File: config.mk
export PLATFORM = sky130hd
export DESIGN_NAME = fread_loader
export DESIGN_NICKNAME = d
export VERILOG_FILES = /design/src/rtl/fread_pkg.sv /design/src/rtl/fread_loader_ram.sv /design/src/rtl/fread_loader.sv
export SDC_FILE = /design/constraint.sdc
export NUM_CORES = 1
export LEC_CHECK = 0
export BUFFER_PORTS_ARGS = -buffer_cell sky130_fd_sc_hd__buf_2
export CAP_MARGIN = 20
export CORE_UTILIZATION = 45
export CTS_BUF_LIST = sky130_fd_sc_hd__clkbuf_2
export DETAILED_ROUTE_END_ITERATION = 7
export GPL_ROUTABILITY_DRIVEN = 0
export PLACE_DENSITY = 0.68
export SLEW_MARGIN = 20
export SYNTH_ARGS = -nofsm -noshare
export SYNTH_HDL_FRONTEND = slang
export SYNTH_SLANG_ARGS = --single-unit
File: constraint.sdc
create_clock -name clk -period 3.8 [get_ports clk]
set_input_delay 0.57 -clock clk [delete_from_list [all_inputs] [get_ports clk]]
set_output_delay 0.57 -clock clk [all_outputs]
set_load 0.03 [all_outputs]
File: src/rtl/fread_pkg.sv
// Shared definitions for the fread buffer loader: FSM encoding, request length width and
// the default file ID.
package fread_pkg;

  typedef enum logic [2:0] {
    StIdle,
    StReq,
    StRecv,
    StDump,
    StDone
  } fread_state_e;

  localparam int unsigned FREAD_LEN_W = 10;
  localparam logic [31:0] FREAD_FILE_ID = 32'hDABBAD00;

endpackage

File: src/rtl/fread_loader_ram.sv
// DEPTH x 8 buffer: one write port and two registered read ports. Storage is not reset so it
// maps onto block RAM; only the read registers clear on reset.
module fread_loader_ram #(
  parameter int unsigned DEPTH = 64,
  parameter int unsigned AW    = $clog2(DEPTH)
) (
  input  logic          clk_i,
  input  logic          rst_i,
  input  logic          we_i,
  input  logic [AW-1:0] waddr_i,
  input  logic [7:0]    wdata_i,
  input  logic [AW-1:0] raddr_a_i,
  output logic [7:0]    rdata_a_o,
  input  logic [AW-1:0] raddr_b_i,
  output logic [7:0]    rdata_b_o
);

  logic [7:0] mem_q [DEPTH];
  logic [7:0] rdata_a_q, rdata_b_q;

  always_ff @(posedge clk_i) begin
    if (we_i) begin
      mem_q[waddr_i] <= wdata_i;
    end
  end

  // Non-blocking reads give old data on a same-cycle write to the same address.
  always_ff @(posedge clk_i or posedge rst_i) begin
    if (rst_i) begin
      rdata_a_q <= 8'h00;
      rdata_b_q <= 8'h00;
    end else begin
      rdata_a_q <= mem_q[raddr_a_i];
      rdata_b_q <= mem_q[raddr_b_i];
    end
  end

  assign rdata_a_o = rdata_a_q;
  assign rdata_b_o = rdata_b_q;

endmodule

File: src/rtl/fread_loader.sv
// Loads DEPTH bytes of a file into a local buffer through CHUNK-sized fread requests.
// Define FREAD_LOADER_DUMP_EN to stream the buffer out over out_* after each load.
module fread_loader
  import fread_pkg::*;
#(
  parameter logic [31:0] FILE_ID = FREAD_FILE_ID,
  parameter int unsigned DEPTH   = 64,
  parameter int unsigned CHUNK   = 64,
  localparam int unsigned AW     = $clog2(DEPTH)
) (
  input  logic                   clk,
  input  logic                   rst,
  input  logic                   start,
  input  logic [31:0]            base_offset,
  output logic                   busy,
  output logic                   done,
  output logic [31:0]            req_file_id,
  output logic [31:0]            req_offset,
  output logic [FREAD_LEN_W-1:0] req_len,
  output logic                   req_valid,
  input  logic                   req_ready,
  input  logic [7:0]             resp_data,
  input  logic                   resp_valid,
  input  logic [AW-1:0]          rd_addr,
  output logic [7:0]             rd_data,
  output logic [7:0]             out_data,
  output logic                   out_valid,
  input  logic                   out_ack
);

  localparam int unsigned CW = $clog2(CHUNK + 1);

  fread_state_e  state_q, state_d;
  logic [AW-1:0] wr_ptr_q, wr_ptr_d;
  logic [AW-1:0] rd_ptr_q, rd_ptr_d;
  logic [CW-1:0] chunk_cnt_q, chunk_cnt_d;
  logic [31:0]   req_offset_q, req_offset_d;
  logic          refetch_q, refetch_d;
  logic          mem_we;
  logic [7:0]    dump_data;

  always_comb begin
    state_d      = state_q;
    wr_ptr_d     = wr_ptr_q;
    rd_ptr_d     = rd_ptr_q;
    chunk_cnt_d  = chunk_cnt_q;
    req_offset_d = req_offset_q;
    refetch_d    = 1'b0;
    mem_we       = 1'b0;
    unique case (state_q)
      StIdle, StDone: begin
        if (start) begin
          wr_ptr_d     = '0;
          rd_ptr_d     = '0;
          chunk_cnt_d  = '0;
          req_offset_d = base_offset;
          state_d      = StReq;
        end
      end
      StReq: begin
        if (req_ready) begin
          state_d = StRecv;
        end
      end
      StRecv: begin
        if (resp_valid) begin
          mem_we      = 1'b1;
          wr_ptr_d    = wr_ptr_q + 1'b1;
          chunk_cnt_d = chunk_cnt_q + 1'b1;
          if (chunk_cnt_q == CW'(CHUNK - 1)) begin
            chunk_cnt_d = '0;
            // CHUNK divides DEPTH, so the buffer can only fill on a chunk boundary.
            if (wr_ptr_q == AW'(DEPTH - 1)) begin
`ifdef FREAD_LOADER_DUMP_EN
              state_d = StDump;
`else
              state_d = StDone;
`endif
            end else begin
              req_offset_d = req_offset_q + 32'(CHUNK);
              state_d      = StReq;
            end
          end
        end
      end
      StDump: begin
`ifdef FREAD_LOADER_DUMP_EN
        if (out_ack && !refetch_q) begin
          rd_ptr_d  = rd_ptr_q + 1'b1;
          refetch_d = 1'b1;
          if (rd_ptr_q == AW'(DEPTH - 1)) begin
            state_d = StDone;
          end
        end
`else
        state_d = StDone;
`endif
      end
      default: state_d = StIdle;
    endcase
  end

  always_ff @(posedge clk or posedge rst) begin
    if (rst) begin
      state_q      <= StIdle;
      wr_ptr_q     <= '0;
      rd_ptr_q     <= '0;
      chunk_cnt_q  <= '0;
      req_offset_q <= '0;
      refetch_q    <= 1'b0;
    end else begin
      state_q      <= state_d;
      wr_ptr_q     <= wr_ptr_d;
      rd_ptr_q     <= rd_ptr_d;
      chunk_cnt_q  <= chunk_cnt_d;
      req_offset_q <= req_offset_d;
      refetch_q    <= refetch_d;
    end
  end

  fread_loader_ram #(
    .DEPTH(DEPTH),
    .AW   (AW)
  ) u_ram (
    .clk_i    (clk),
    .rst_i    (rst),
    .we_i     (mem_we),
    .waddr_i  (wr_ptr_q),
    .wdata_i  (resp_data),
    .raddr_a_i(rd_addr),
    .rdata_a_o(rd_data),
    .raddr_b_i(rd_ptr_q),
    .rdata_b_o(dump_data)
  );

  assign busy        = (state_q != StIdle) && (state_q != StDone);
  assign done        = (state_q == StDone);
  assign req_valid   = (state_q == StReq);
  assign req_file_id = FILE_ID;
  assign req_offset  = req_offset_q;
  assign req_len     = FREAD_LEN_W'(CHUNK - 1);

`ifdef FREAD_LOADER_DUMP_EN
  // The read port lags rd_ptr by a cycle, so valid is withheld for one cycle after each ack.
  assign out_valid = (state_q == StDump) && !refetch_q;
  assign out_data  = dump_data;
`else
  logic unused_dump;
  assign unused_dump = ^{dump_data, out_ack, refetch_q};
  assign out_valid   = 1'b0;
  assign out_data    = 8'h00;
`endif

endmodule

After elaboration in Yosys (flattened, before gate mapping)
Memory sizes are Yosys's and may differ from the RTL's. A register that Yosys moved wholly into a read port is not among the register bits.
Cells that the tools add are included.
{"block": "word_totals", "reg_bits": 48, "mem_bits_rw": 512, "input_bits": 52, "out_inout_bits": 94, "wordCells": 50, "mem_count": 1}
{"block": "classes", "addsub": 3, "n_eq_ne": 12, "n_mux": 22, "reduce_logical": 8}
{"name": "u_ram.mem_q", "depth": 64, "word_bits": 8, "read_ports": 1, "rd_ports_with_merged_regs": 1, "wr": 1, "line_no": "fread_loader_ram.sv:18", "source": "logic [7:0] mem_q [DEPTH];"}
{"op": "$mux W32", "n": 4}
{"op": "$pmux W32 S2", "n": 1}
{"op": "$add A32 B7 Y32 const B", "n": 1}
{"op": "$mux W7", "n": 3}
{"op": "$mux W3", "n": 5}
{"op": "$pmux W7 S2", "n": 1}
{"op": "$mux W6", "n": 2}
{"op": "$pmux W3 S4", "n": 1}
{"op": "$pmux W6 S2", "n": 1}
{"op": "$ne A2 B2 Y1 const B", "n": 4}
{"op": "$add A7 B1 Y7 const B", "n": 1}
{"op": "$eq A7 B6 Y1 const B", "n": 1}
{"op": "$add A6 B1 Y6 const B", "n": 1}
{"op": "$eq A3 B2 Y1 const B", "n": 2}
{"op": "$eq A6 B6 Y1 const B", "n": 1}
{"op": "$reduce_and A5 Y1", "n": 1}
{"op": "$mux W1", "n": 4}
{"op": "$reduce_and A4 Y1", "n": 1}
{"op": "$eq A3 B1 Y1 const B", "n": 1}
{"op": "$eq A3 B3 Y1 const B", "n": 1}
{"op": "$logic_not A3 Y1", "n": 1}
{"op": "$ne A3 B3 Y1 const B", "n": 1}
{"op": "$reduce_and A3 Y1", "n": 1}
{"op": "$reduce_bool A3 Y1", "n": 1}
{"op": "other kinds (4)", "n": 4}

Longest topological paths before layout
Gate-level depths: netlist of run 1.
{"block": "depth", "word_depth": 5, "mapped_depth": 9, "ltp_nobuf": 7}

Modules after synthesis
Synthesis of run 1 repeated with hierarchy kept, for this count alone.
{"block": "unflattened", "hier_cells": 1597, "hier_area_um2": 27725.3}
{"module": "fread_loader_ram", "n_inst": 1, "cells_per_inst": 1236, "area_each_um2": 24527.3, "seq_area_each_um2": 15775.1}
{"module": "fread_loader", "n_inst": 1, "cells_per_inst": 361, "area_each_um2": 3198.1, "seq_area_each_um2": 1201.2}

Least setup slack after synthesis of run 1
Ideal clock, no wire load.
{"block": "synth_path", "path_kind": "input -> register", "start": "input port resp_valid", "end": "memory u_ram.mem_q[56][0], enable pin", "setup_time_ns": 0.370, "arrival_ns": 1.929, "required_ns": 3.430, "path_slack_ns": 1.500, "cell_stages": 5, "n_path_buf": 2, "path_cell_list": "clkbuf_1 -> nand2_1 -> or4_1 -> clkbuf_1 -> nor2_1"}
{"block": "synth_between", "elab_chain_cells": 4}
{"item": "start, declared", "line_no": "fread_loader.sv:23", "source": "input logic resp_valid,"}
{"item": "$mux W1", "line_no": "fread_loader.sv:66", "source": "if (resp_valid) begin"}
{"item": "$mux W1", "line_no": "fread_loader.sv:50", "source": "unique case (state_q)"}
{"item": "$mux W1", "line_no": "fread_loader_ram.sv:22", "source": "if (we_i) begin"}
{"item": "$mux W1 (implied by the code)", "line_no": "fread_loader_ram.sv:23", "source": "mem_q[waddr_i] <= wdata_i;"}
{"item": "end, declared", "line_no": "fread_loader_ram.sv:18"}
No other way between the ends.

Worst setup path in the final report of run 1
{"block": "layout_path", "start": "register state_q[2]", "end": "memory u_ram.mem_q[22][6], enable pin"}
{"block": "layout_between", "elab_chain_cells": 4}
{"item": "start, declared", "line_no": "fread_loader.sv:33", "source": "fread_state_e state_q, state_d;"}
{"item": "start signal, assigned", "line_no": "fread_loader.sv:105", "source": "state_q <= StIdle;"}
{"item": "start signal, assigned", "line_no": "fread_loader.sv:112", "source": "state_q <= state_d;"}
{"item": "$eq A3 B2 Y1", "line_no": "fread_loader.sv:50"}
{"item": "$mux W1", "line_no": "fread_loader.sv:50"}
{"item": "$mux W1", "line_no": "fread_loader_ram.sv:22"}
{"item": "$mux W1 (implied by the code)", "line_no": "fread_loader_ram.sv:23"}
No other way between the ends.

==> qor.yml, run 1 <==
portBuffers: 93
drive_gt1_frac: 0.281
vdd.ir_drop.worst_v: 0.000441
grt_max_degree: 65
ant_nets: 0
rrSetupSlack_ns: 0.62
cp.arrival_ns: 4.02
fin_crit_ns: 3.18
netlist-cell-type-count: 64
status: "finished, final reports clean"
maxSlewHeadroom: 0.373
final_common_cell: "edfxtp_1"
p_leak_nw: 8.96
finalSetupViolCount: 0
path_max_fanout: 8
cp.required_ns: 4.64
post_cts_resized: 0
cp-end-kind: "flip-flop"
grt_pass1_wl_um: 77900
fin_skew_ns: 0.0937
crit_path_frequent_cell: "nor2_1"
dieArea_um2: 52200
die_x_um: 229
num_rows: 82
hold_viol: 0
start_util: 0.459
rsz0062_at_grt: "no"
fin_util: 0.519
area_delta_synth_final_pct: 13.2
seqCellArea_um2: 16800
crit_type: "reg2reg"
slowest_stage: "nor2_1"
ctsLongestPathBuffers: 3
drc: 0
r2r_start: "state_q[2]"
reg2reg_depth: 6
hpwlAfterDp_um: 30100
synth_area_um2: 23100
crit_path_start: "state_q[2]"
multiInputGateArea_um2: 5720
nFillCells: 4109
hold_ws_ns: 0.176
drt_wl_total_um: 51700
vias: 13000
hold_path.class: "in2reg"
crit_path_start_kind: "flip-flop"
async_flop_share: 0.0986
clock-sinks: 568
synthFlopType: "edfxtp_1"
dr.pass1.iters: 5
fin_setup_tns_ns: 0
io_pins: 146
period_share: 0.837
synth_area_leaders: "edfxtp_1, mux4_2, dfrtp_1"
grt_pass1_vias: 13000
post_drt_wl_per_cell_um: 22.2
cpLargestDelayFamily: "simple AND/OR/NAND/NOR gates"
synth.avg_cell_area_um2: 17.9
synth_warnings: 0
finalNetCount: 1627
antenna_found_initial: 2
synth_edf_count: 512
synth_top_area_share: 0.666
post-cts-setup-buffers: 0
cts_made_buffers: 140
first_iter_violations: 1235
track_usage: 0.201
path_cells: "nand2b_1 > nor2_2 > nand2_1 > nor2_1 > nand3_1 > nor2_1"
cts-root-buf: "clkbuf_2"
synth-seq-cells: 568
endpoint: "u_ram.mem_q[22][6]"
timing.rr.end: "u_ram.mem_q[22][6]"
routed_via_density: 5.59
final_cell_mix: "edfxtp_1, clkbuf_2, mux4_2"
maxCapViolCount: 0
yosysTopAreaCell: "edfxtp_1"
grt-ovfl-total: 0
timing.critical_path.buf_inv: 0
tightest_slew_ns: 0.937
cts_tree: "yes"
slew_violations: 0
p_per_area_nw_per_um2: 512
clk_latency_ns: 1.28
cts.clk_slew.worst_paths_ns: 0.10
max_freq_ghz: 0.314
ys_seq_area_frac: 0.726
htreeDepth: 4
cp_slowest_stage_delay_ns: 0.95
cp_num_cells: 6
syn_inst: 1288
die_y_um: 229
core-area_um2: 50400
-- per-layer routing --
layer | GRT usage | part of all wire | wire (µm)
met5 | 0 | 0 | 0
met4 | 0.0738 | 0.021 | 1110
met3 | 0.0599 | 0.079 | 4060
met2 | 0.317 | 0.49 | 25400
met1 | 0.265 | 0.41 | 21100
-- repair_timing --
item,4_1_cts,5_1_grt
endpoints found under the hold margin,280,192
hold buffers,83,3
endpoints found under the setup margin,0,0
-- state kept, by name, summed over array words and instances (netlist names) --
name and cells:
state_q 3, u_ram.rdata_a_o 8, wr_ptr_q 6, u_ram.mem_q 512
chunk_cnt_q 7, req_offset 32
-- area by class of cell --
cell class / count / area share
clock inverters: 33 / 0.00612
diodes: 2 / 0.000191
inverters: 5 / 0.000765
clock buffers: 190 / 0.0364
repair buffers: 216 / 0.0644
well taps: 672 / 0.0321
flip-flops and latches: 568 / 0.641
multi-input cells: 641 / 0.219
-- cells by family (layout without fill, tap and decap cells) --
logic type                 after synthesis  after routing  share of synthesized area
muxes                                  151            151                      0.135
buffers and inverters                  128            444                     0.0341
DFF                                    568            568                      0.726
AOI/OAI and AO/OA                      172            172                     0.0490
and+or+nand+nor                        258            258                     0.0517
xor gates and xnor gates                 6              6                    0.00227
adders and majority gates                3              3                    0.00163
other                                    2             53                   0.000325
-- Yosys cell counts, types with 10 or more instances --
master,number
buf_4,63
mux4_2,128
a211oi_1,14
o221ai_1,14
mux2i_1,23
nor2b_1,15
nor2_1,102
edfxtp_1,512
o21ai_1,10
a21oi_1,41
clkbuf_1,25
buf_2,20
o21ai_0,26
o22ai_1,18
dfrtp_1,56
nand3_1,23
nand2_1,64
-- through the flow --
step                cell area, µm²  setup slack [ns]  std cells  power, mW
CTS                          26100             0.587       2322       13.5
floorplan                    23300              1.50       1337       8.85
detailed placement           24200             0.615       2016       9.48
finish                       26200             0.618       2327       13.4
global placement             24200             0.735       2016       9.43
global route                 26200             0.470       2327       14.0
-- how the worst min path moves through the flow --
| stage | end | depth (start not counted) | slack [ns] | start |
|---|---|---|---|---|
| 5_1_grt | req_offset[12] | 4 | 0.07 | base_offset[12] |
| 3_3_place_gp | req_offset[0] | 2 | 0.46 | req_offset[0] |
| 2_1_floorplan | chunk_cnt_q[1] | 2 | 0.47 | chunk_cnt_q[1] |
| 4_1_cts | u_ram.mem_q[52][1] | 1 | 0.001 | resp_data[1] |
| 3_5_place_dp | req_offset[1] | 2 | 0.46 | req_offset[1] |
| 6_report | req_offset[13] | 4 | 0.18 | base_offset[13] |
-- where the power goes --
| part | leakage, nW | switching [mW] | internal (mW) |
|---|---|---|---|
| clock | 0.866 | 2.32 | 1.40 |
| sequential | 5.29 | 0.250 | 7.03 |
| combinational | 2.81 | 1.49 | 0.902 |
-- tightest hold or removal path, stage by stage --
cell and delay, ns:
dlygate4sd3_1 0.53, buf_2 0.10, a32oi_1 0.04, o21ai_0 0.14
No activity file was read; power rests on OpenSTA's default activity.
==> run 2: changes to the inputs <==
--- a/config.mk
+++ b/config.mk
@@ -11,7 +11,7 @@
 export CTS_BUF_LIST = sky130_fd_sc_hd__clkbuf_2
 export DETAILED_ROUTE_END_ITERATION = 7
 export GPL_ROUTABILITY_DRIVEN = 0
-export PLACE_DENSITY = 0.68
+export PLACE_DENSITY = 0.7
 export SLEW_MARGIN = 20
 export SYNTH_ARGS = -nofsm -noshare
 export SYNTH_HDL_FRONTEND = slang
==> constraint.sdc (replaced) <==
create_clock -name clk -period 2.6 [get_ports clk]
set_input_delay 0.39 -clock clk [delete_from_list [all_inputs] [get_ports clk]]
set_output_delay 0.39 -clock clk [all_outputs]
set_load 0.03 [all_outputs]
==> run 2 against run 1 <==
  * Clock-buffer cell count rose by 7
  * Total power is 49% higher
  * Final cell count rose by 5.5%
  * Worst hold slack better by 0.026 ns
  * Routed wire length increased by 7.0%
  * Worst setup slack lost 0.51 ns
  * Via count increased by 4.7%
  * Sequential share of layout area down 2.7 points
  * Die area stayed put
  * Critical path depth is 3 lower
  * Global-route usage is 1.6 points higher
  * Critical path type is now reg2out
  * Critical endpoint is now done
==> qor.yml, run 2 (synthesized netlist as in run 1, its figures left out) <==
core-area_um2: 50400  # unchanged
p_int_mw: 14.0  # +50%
fin_util: 0.543  # +0.0234
cts-root-buf: "clkbuf_2"
max_freq_ghz: 0.401
hold_ws_ns: 0.202  # +0.0261 ns
drc: 0  # unchanged
grt_pass1_vias: 14000  # +7.5%
finalSetupViolCount: 0  # unchanged
nFillCells: 3957  # -3.7%
cts_tree: "yes"
die_x_um: 229  # unchanged
clock-sinks: 568  # unchanged
portBuffers: 93  # unchanged
finalNetCount: 1749  # +7.5%
dr.pass1.iters: 5  # unchanged
vdd.ir_drop.worst_v: 0.000597  # +35%
p_per_area_nw_per_um2: 732  # +43%
first_iter_violations: 1177  # -4.7%
status: "finished, final reports clean"
final_common_cell: "edfxtp_1"
die_y_um: 229  # unchanged
cts.clk_slew.worst_paths_ns: 0.11  # about the same
clk_latency_ns: 1.26  # -0.02 ns
area_delta_synth_final_pct: 18.3
crit_type: "reg2out"
p_sw_mw: 6.06  # +49%
largest_register_ffs: 512  # unchanged
switching_share: 0.303  # -0.000342
combPwrFrac: 0.182  # +0.003
setup_ws_ns: 0.105  # -0.513 ns
post_drt_wl_per_cell_um: 22.5  # +1.3%
fin_crit_ns: 2.50
drive_gt1_frac: 0.334  # +0.0534
ctsLongestPathBuffers: 3  # unchanged
cp-end-kind: "primary output"
tightest_slew_ns: 0.822  # -0.115 ns
hold_path.class: "in2reg"
maxCapViolCount: 0  # unchanged
routed_via_density: 5.54  # -0.79%
num_rows: 82  # unchanged
start_util: 0.459  # unchanged
grt-ovfl-total: 0  # unchanged
io_pins: 146  # unchanged
period_share: 0.960
hold_viol: 0  # unchanged
fin_skew_ns: 0.0887  # -0.00501 ns
rrSetupSlack_ns: 0.17  # -0.45 ns
preCtsSetupSlack_ns: 0.204  # -0.411 ns
top_register: "u_ram.mem_q"
track_usage: 0.217  # +0.0158
cp.arrival_ns: 2.11  # -1.91 ns
finalPower_mw: 20.0  # +49%
drt_wl_total_um: 55300  # +7.0%
maxSlewHeadroom: 0.452  # +0.0791
slew_violations: 0  # unchanged
hpwlAfterDp_um: 33700  # +12%
power_frac_clock: 0.287  # +0.009
grt_max_degree: 65  # unchanged
vias: 13600  # +4.7%
dieArea_um2: 52200  # unchanged
p_seq_frac: 0.531  # -0.013
rsz0062_at_grt: "yes"
ant_nets: 0  # unchanged
path_max_fanout: 4  # -4
antenna_found_initial: 2  # unchanged
cp.required_ns: 2.21  # -2.43 ns
grt_pass1_wl_um: 83700  # +7.4%
final_cell_mix: "edfxtp_1, clkbuf_2, mux4_2, buf_4, dlygate4sd3_1"
p_leak_nw: 9.68  # +8.1%
cts_made_buffers: 142  # +1.4%
crit_path_start_kind: "flip-flop"
htreeDepth: 4  # unchanged
fin_setup_tns_ns: 0  # unchanged
## run 2: per-stage QoR
stage	cells	cell area, µm²
3_3_place_gp	2115	25000
4_1_cts	2451	27300
6_report	2456	27300
2_1_floorplan	1337	23300
3_5_place_dp	2115	25000
5_1_grt	2456	27300
## run 2: final timing paths
path | start | end | depth (start not counted)
max in group asynchronous | rst | wr_ptr_q[4] | 5
worst min-delay path | resp_data[6] | u_ram.mem_q[40][6] | 2
worst max-delay path | state_q[1] | done | 3
worst min register to register | chunk_cnt_q[1] | chunk_cnt_q[1] | 2
worst max register to register | state_q[1] | req_offset[13] | 9
min in group asynchronous | rst | req_offset[4] | 5
## run 2: worst max-delay path, stage by stage (launching register included)
cell and delay, ns:
dfrtp_2 0.43, or2_4 0.29, nor2_4 0.09, buf_6 0.13
## run 2: final cells by class
| cell class | instances | area (µm²) | area share |
|---|---|---|---|
| flip-flops and latches | 568 | 16800 | 0.614 |
| clock inverters | 34 | 220 | 0.00806 |
| diodes | 3 | 7.51 | 0.000275 |
| inverters | 5 | 18.8 | 0.000687 |
| well taps | 672 | 841 | 0.0308 |
| repair buffers | 336 | 2740 | 0.100 |
| clock buffers | 197 | 986 | 0.0361 |
| multi-input cells | 641 | 5740 | 0.210 |
## run 2: timing repair
action,4_1_cts,5_1_grt
setup endpoints to repair,3,13
endpoints found under the hold margin,831,0
buffers inserted,4,2
pin swaps,0,1
hold buffers,102,0
resized for setup,5,13
## run 2: metal layers
| metal | track usage | wire, µm |
|---|---|---|
| met5 | 0 | 0 |
| met4 | 0.0833 | 1490 |
| met3 | 0.0563 | 4280 |
| met2 | 0.355 | 27700 |
| met1 | 0.279 | 21800 |
## run 2: power groups by stage
stage	logic [mW]	registers (mW)	clock network, mW
after floorplan	1.70	11.2	0
after global placement	3.11	10.8	0
after detailed placement	3.18	10.8	0
after CTS	3.51	10.6	5.93
after global routing	3.92	10.7	6.36
final	3.64	10.6	5.74
